File: src/rtl/ped_request_ctrl_pkg.sv
`default_nettype none
// ============================================================================
// Module   : ped_request_ctrl_pkg
// Purpose  : Shared definitions for the pedestrian push-button path. Holds the
//            request-controller state encoding and the default hold-counter
//            sizing, so the debouncer instance and the request controller
//            agree on counter width.
// Contents : ped_state_e          - request controller FSM states
//            LONG_DELAY_DEFAULT   - default long-press hold time (cycles)
//            CNT_W_DEFAULT        - default hold-counter width
// Revision : 1.0 - initial release
// ============================================================================
package ped_request_ctrl_pkg;

  typedef enum logic [1:0] {
    S_IDLE  = 2'd0,
    S_PRESS = 2'd1,
    S_LONG  = 2'd2
  } ped_state_e;

  localparam int LONG_DELAY_DEFAULT = 5;
  localparam int CNT_W_DEFAULT      = 19;

endpackage : ped_request_ctrl_pkg
`default_nettype wire

File: src/rtl/ped_req_latch.sv
`default_nettype none
// ============================================================================
// Module   : ped_req_latch
// Purpose  : Pending pedestrian request register pair with req/ack handshake.
//            A set in the same cycle as an accepted ack wins, so a fresh
//            request immediately follows an accepted one.
// Ports    : clk_i       - system clock
//            rst_ni      - synchronous active-low reset
//            set_req_i   - latch a normal request
//            set_long_i  - latch a request and mark it as long-press
//            ack_i       - controller accepts the pending request
//            req_o       - pending request level
//            req_long_o  - pending request was upgraded by a long press
// Revision : 1.0 - initial release
// ============================================================================
module ped_req_latch (
  input  logic clk_i,
  input  logic rst_ni,
  input  logic set_req_i,
  input  logic set_long_i,
  input  logic ack_i,
  output logic req_o,
  output logic req_long_o
);

  logic req_q;
  logic req_d;
  logic req_long_q;
  logic req_long_d;
  logic ack_take;

  // An ack only means something while a request is actually pending.
  assign ack_take = req_q & ack_i;

  always_comb begin
    req_d      = set_req_i | set_long_i | (req_q & ~ack_take);
    // A plain press never clears an existing long upgrade; only an accepted
    // ack does, and a long set re-arms it regardless.
    req_long_d = set_long_i | (req_long_q & ~ack_take);
  end

  always_ff @(posedge clk_i) begin
    if (!rst_ni) begin
      req_q      <= 1'b0;
      req_long_q <= 1'b0;
    end else begin
      req_q      <= req_d;
      req_long_q <= req_long_d;
    end
  end

  assign req_o      = req_q;
  assign req_long_o = req_long_q;

endmodule : ped_req_latch
`default_nettype wire

File: src/rtl/ped_request_ctrl.sv
`default_nettype none
// ============================================================================
// Module   : ped_request_ctrl
// Purpose  : Turns the debounced button level into one-cycle press, release
//            and long-press events, and holds a pedestrian request until the
//            light-sequencing FSM acknowledges it.
// Ports    : clk           - system clock
//            reset         - synchronous active-low reset
//            clean         - debounced button level (1 = pressed)
//            enable        - allow new requests to be latched
//            req_ack       - controller accepts the pending request
//            press_pulse   - one-cycle pulse on accepted press
//            release_pulse - one-cycle pulse on release
//            long_pulse    - one-cycle pulse when a press reaches LONG_DELAY
//            req           - pending pedestrian request
//            req_long      - pending request upgraded by a long press
//            held          - button is in a pressed state (S_PRESS/S_LONG)
// Revision : 1.0 - initial release
// ============================================================================
module ped_request_ctrl
  import ped_request_ctrl_pkg::*;
#(
  parameter int LONG_DELAY = LONG_DELAY_DEFAULT,
  parameter int CNT_W      = CNT_W_DEFAULT
) (
  input  logic clk,
  input  logic reset,
  input  logic clean,
  input  logic enable,
  input  logic req_ack,
  output logic press_pulse,
  output logic release_pulse,
  output logic long_pulse,
  output logic req,
  output logic req_long,
  output logic held
);

  localparam logic [CNT_W-1:0] LONG_DELAY_C = CNT_W'(LONG_DELAY);
  localparam logic [CNT_W-1:0] CNT_ONE_C    = CNT_W'(1);

  ped_state_e       state_q;
  logic [CNT_W-1:0] count_q;
  logic             prev_q;
  logic             press_q;
  logic             release_q;
  logic             long_q;
  logic             held_q;

  logic             rise;
  logic             press_evt;
  logic             long_evt;

  assign rise = clean & ~prev_q;

  // Same conditions the FSM uses to fire its pulses; fed to the request
  // latch so req rises in the same cycle as the corresponding pulse.
  assign press_evt = (state_q == S_IDLE) & rise;
  assign long_evt  = (state_q == S_PRESS) & clean & (count_q == LONG_DELAY_C);

  always_ff @(posedge clk) begin
    if (!reset) begin
      state_q   <= S_IDLE;
      count_q   <= '0;
      // Loading the live level means a button held through reset is not
      // seen as a new press.
      prev_q    <= clean;
      press_q   <= 1'b0;
      release_q <= 1'b0;
      long_q    <= 1'b0;
      held_q    <= 1'b0;
    end else begin
      prev_q    <= clean;
      press_q   <= 1'b0;
      release_q <= 1'b0;
      long_q    <= 1'b0;
      case (state_q)
        S_IDLE: begin
          if (rise) begin
            state_q <= S_PRESS;
            count_q <= '0;
            press_q <= 1'b1;
            held_q  <= 1'b1;
          end
        end
        S_PRESS: begin
          // Release has priority: a fall on the very cycle the count matures
          // is a release only.
          if (!clean) begin
            state_q   <= S_IDLE;
            release_q <= 1'b1;
            held_q    <= 1'b0;
          end else if (count_q == LONG_DELAY_C) begin
            state_q <= S_LONG;
            long_q  <= 1'b1;
          end else begin
            count_q <= count_q + CNT_ONE_C;
          end
        end
        S_LONG: begin
          if (!clean) begin
            state_q   <= S_IDLE;
            release_q <= 1'b1;
            held_q    <= 1'b0;
          end
        end
        default: begin
          state_q <= S_IDLE;
          held_q  <= 1'b0;
        end
      endcase
    end
  end

  ped_req_latch u_req_latch (
    .clk_i      (clk),
    .rst_ni     (reset),
    .set_req_i  (press_evt & enable),
    .set_long_i (long_evt & enable),
    .ack_i      (req_ack),
    .req_o      (req),
    .req_long_o (req_long)
  );

  assign press_pulse   = press_q;
  assign release_pulse = release_q;
  assign long_pulse    = long_q;
  assign held          = held_q;

endmodule : ped_request_ctrl
`default_nettype wire

File: config.mk
export PLATFORM = sky130hd
export DESIGN_NAME = ped_request_ctrl
export DESIGN_NICKNAME = d
export VERILOG_FILES = /design/src/rtl/ped_request_ctrl_pkg.sv /design/src/rtl/ped_req_latch.sv /design/src/rtl/ped_request_ctrl.sv
export SDC_FILE = /design/constraint.sdc
export NUM_CORES = 1
export LEC_CHECK = 0
export BUFFER_PORTS_ARGS = -buffer_cell sky130_fd_sc_hd__buf_2
export CAP_MARGIN = 10
export CORE_UTILIZATION = 45
export DETAILED_ROUTE_END_ITERATION = 8
export HOLD_SLACK_MARGIN = 0.02
export SKIP_LAST_GASP = 1
export SYNTH_ARGS = -nofsm -noshare
export SYNTH_HDL_FRONTEND = slang
export SYNTH_SLANG_ARGS = --single-unit
File: constraint.sdc
create_clock -name clk -period 5.9 [get_ports clk]
set_clock_uncertainty 0.1 [all_clocks]
set_input_delay 1.18 -clock clk [delete_from_list [all_inputs] [get_ports clk]]
set_output_delay 1.18 -clock clk [all_outputs]
set_load 0.05 [all_outputs]
==> summary.md <==
| Metric | Value |
|---|---|
| Outcome | completed |
| Slew margin rel. | 41.8% |
| Post-CTS Hold Fix Bufs | 0 |
| Ports | 11 |
| Worst Reg-to-Reg Cells | 6 |
| Hpwl dp | 2390 um |
| Total power | 0.000412 W |
| Core box area | 0.00313 mm^2 |
| Minimum clock period | 2640 ps |
| WL/cell | 15.4 um |
| Vias | 1391 |
| Worst path cell trace | inv_1 -> ha_1 -> nand3_1 -> o21bai_1 -> or4_1 -> a21oi_1 |
| Mapped Nets | 193 |
| Slowest-stage cell, CP | ha_1 |
| Initial DRC Count | 53 |
| Fmax achieved | 0.379 GHz |
| Tot GR Track Use | 22.1% |
| Syn_area_per_cell | 8.26 um^2 |
| RR Startpoint | state_q[1] |
| Via density | 6.10 |
| CP top delay family | simple AND/OR/NAND/NOR gates |
| Cells after Synth | 183 |
| Largest net degree at the start of global routing | 21 |
| Synth warn | 0 |
| Lkg Pwr | 0.541 nW |
| Largest area contributor in the netlist | dfxtp_1 |
| Global-route wire length before repair | 5890 um |
| Die Y | 60.0 um |
| Synth cell types | 44 |
| CP endpoint kind | flip-flop |
| Num rows | 20 |
| Routed Antenna Nets | 0 |
| CTS sink count | 28 |
| Fin Setup TNS | 0 ps |
| Worst stage delay on the critical path | 630 ps |
| Worst hold path class | flip-flop to flip-flop |
| Synth Flop Type | dfxtp_1 |
| Bufs and invs on worst path | 1 |
| Number of synthesized flops with an enable pin | 0 |
| Clk pwr share | 31.3% |
| Fin util | 51.2% |
| Seq cells post-synth | 28 |
| Peak supply drop | 0.000124 V |
| Post-synth top area share | 37.1% |
| Crit path DAT | 2820 ps |
| Seq pwr share | 48.2% |
| Pint | 0.000288 W |
| Worst EP required | 6080 ps |
| Startpoint Class | flip-flop |
| Post-synthesis cell area | 0.00151 mm^2 |
| Pwr dens | 257 mW/mm^2 |
| Sw power | 0.000124 W |
| Clock latency on the worst-skew pair | 340 ps |
| Ant diodes | 0 |
| Worst-margin pin slew | 871 ps |
| Total of max-cap violations | 0 |
| Reg2reg end | count_q[7] |
| Sequential fraction of the synthesis area | 37.1% |
| Final setup viols | 0 |
| Layout Nets | 195 |
| GP Congestion | 0.843 |
| Drt first pass iters | 4 |
| Initial antenna violation count | 0 |
| Sequential Area | 561 um^2 |
| Hold path startpoint | u_req_latch.req_long_o |
| CTS root buf | clkbuf_4 |
| Setup bufs post-CTS | 0 |
| Final Slew Violations | 0 |
| Reg clk slew, reported paths | 160 ps |
| Switching part of the total | 30.1% |
| WHS Path Cells | 2 |
| Design area | 0.00160 mm^2 |
| Crit path kind | flip-flop to flip-flop |
| Logic gate share of total power | 20.5% |
| Max Buffers Root-to-Sink | 2 |
| Final hold vios | 0 |
| Placed cell area | 0.00155 mm^2 |
| Area of the die | 0.00359 mm^2 |
| CTS tree | done |
| I/O Buffers | 10 |
| Final Cycle Share | 44.7% |
| RSZ-0062 raised after global routing | false |
| Area of the multi-input gates | 857 um^2 |
| # DRC | 0 |
| CTS Buf Count | 3 |
| Ys async rst share | 0% |
| R2r setup slk | 3260 ps |
| Worst Path Max Fanout | 20 |
| Synth top area cells | dfxtp_1, nand2_1, o221a_1 |
| CTS resizes | 0 |
| Routed WL | 3500 um |
| Grt ovf | 0 |
| Vias in the first global route | 1276 |
| Hold Path End | u_req_latch.req_long_o |
| Ratio of cells with drive above 1 in the final layout | 9.78% |
| Area delta synth->final | 5.96% |
| Fillers | 314 |
| Starting Density | 48.3% |
| Die span in x | 60.0 um |
| CTS HTree Levels | 1 |
==> how the worst max path moves through the flow <==
stage          cells after the start  startpoint  slack, ps          to
4_1_cts                            6  state_q[1]       3270  count_q[7]
3_3_place_gp                       5       clean       3140  count_q[7]
2_1_floorplan                      5       clean       3410  count_q[7]
6_report                           6  state_q[1]       3260  count_q[7]
5_1_grt                            6  state_q[1]       3040  count_q[7]
3_5_place_dp                       5       clean       3080  count_q[7]
==> state kept, by name (all words and copies together), names as in the netlist <==
signal / cells
state_q: 2
release_pulse: 1
count_q: 19
u_req_latch.req_o: 1
press_pulse: 1
u_req_latch.req_long_o: 1
held: 1
long_pulse: 1
prev_q: 1
==> power by group through the flow <==
stage	combinational (W)	clock [W]	sequential (W)
after floorplan	0.0000597	0	0.000210
after global placement	0.0000815	0	0.000202
after detailed placement	0.0000843	0	0.000202
after CTS	0.0000844	0.000132	0.000198
after global routing	0.0000930	0.000141	0.000199
final	0.0000842	0.000129	0.000198
==> routing by layer <==
metal  vias up  GRT usage (%)  share of wire (%)
met2        21           37.8                 50
li1        679              -                  -
met5         -              0                  0
met4         0           6.98                1.2
met1       686           29.1                 47
met3         5           1.95                2.0
==> placed cells by master, fill, tap and decap left out, types with 2 or more instances in the layout <==
cell      netlist  final
a311oi_1        2      2
dfxtp_1        28     28
o311ai_0        2      2
or4_1           3      3
a211oi_1        2      2
and4_1          2      2
nor4_1          5      5
o221a_1         8      8
inv_1           7      7
nand4_1         4      4
and3_1          2      2
o21a_1          4      4
a21oi_1         6      6
ha_1            5      5
nor2_1         14     14
nand3_1         9      9
nand2_1        31     31
a31oi_1         3      3
clkbuf_4        0      3
buf_2           3     10
o31ai_1         3      3
nand4b_1        2      2
o21ai_0         9      9
==> final cells by class <==
type                    instances  share of cell area (%)
clock buffers                   3                    1.41
clock inverters                 1                    1.87
inverters                       7                    1.64
multi-input cells             135                    53.5
flip-flops and latches         28                    35.0
well taps                      44                    3.44
repair buffers                 10                    3.12
==> through the flow <==
| step | setup slack (ps) | hold slack [ps] | cells |
|---|---|---|---|
| after floorplan | 3410 | 344 | 183 |
| after global placement | 3140 | 347 | 224 |
| after detailed placement | 3080 | 352 | 224 |
| after CTS | 3270 | 373 | 228 |
| after global routing | 3040 | 385 | 228 |
| final | 3260 | 367 | 228 |
==> cell families (layout without fill, tap and decap cells) <==
logic type,count (synthesis),count (layout),share of synthesized area (%)
compound gates,48,48,24.4
mux,1,1,0.662
simple gates,81,81,27.5
buf+inv,20,21,6.21
fa+ha+maj,5,5,4.14
flops,28,28,37.1
==> worst min-delay path, cell delays in order (launching register included) <==
cell	delay [ps]
dfxtp_1	340
nand2_1	50
a21oi_1	60
==> synth_stat cells (all sizes together), types with 3 or more instances <==
master,count
o21a,4
ha,5
nor2,14
nand3,9
o21ai,9
clkbuf,7
inv,7
o221a,8
a31oi,3
nor4,5
dfxtp,28
nand4,4
or4,3
a21oi,6
o31ai,3
buf,6
nand2,31
(Power assumes the default switching activity.)
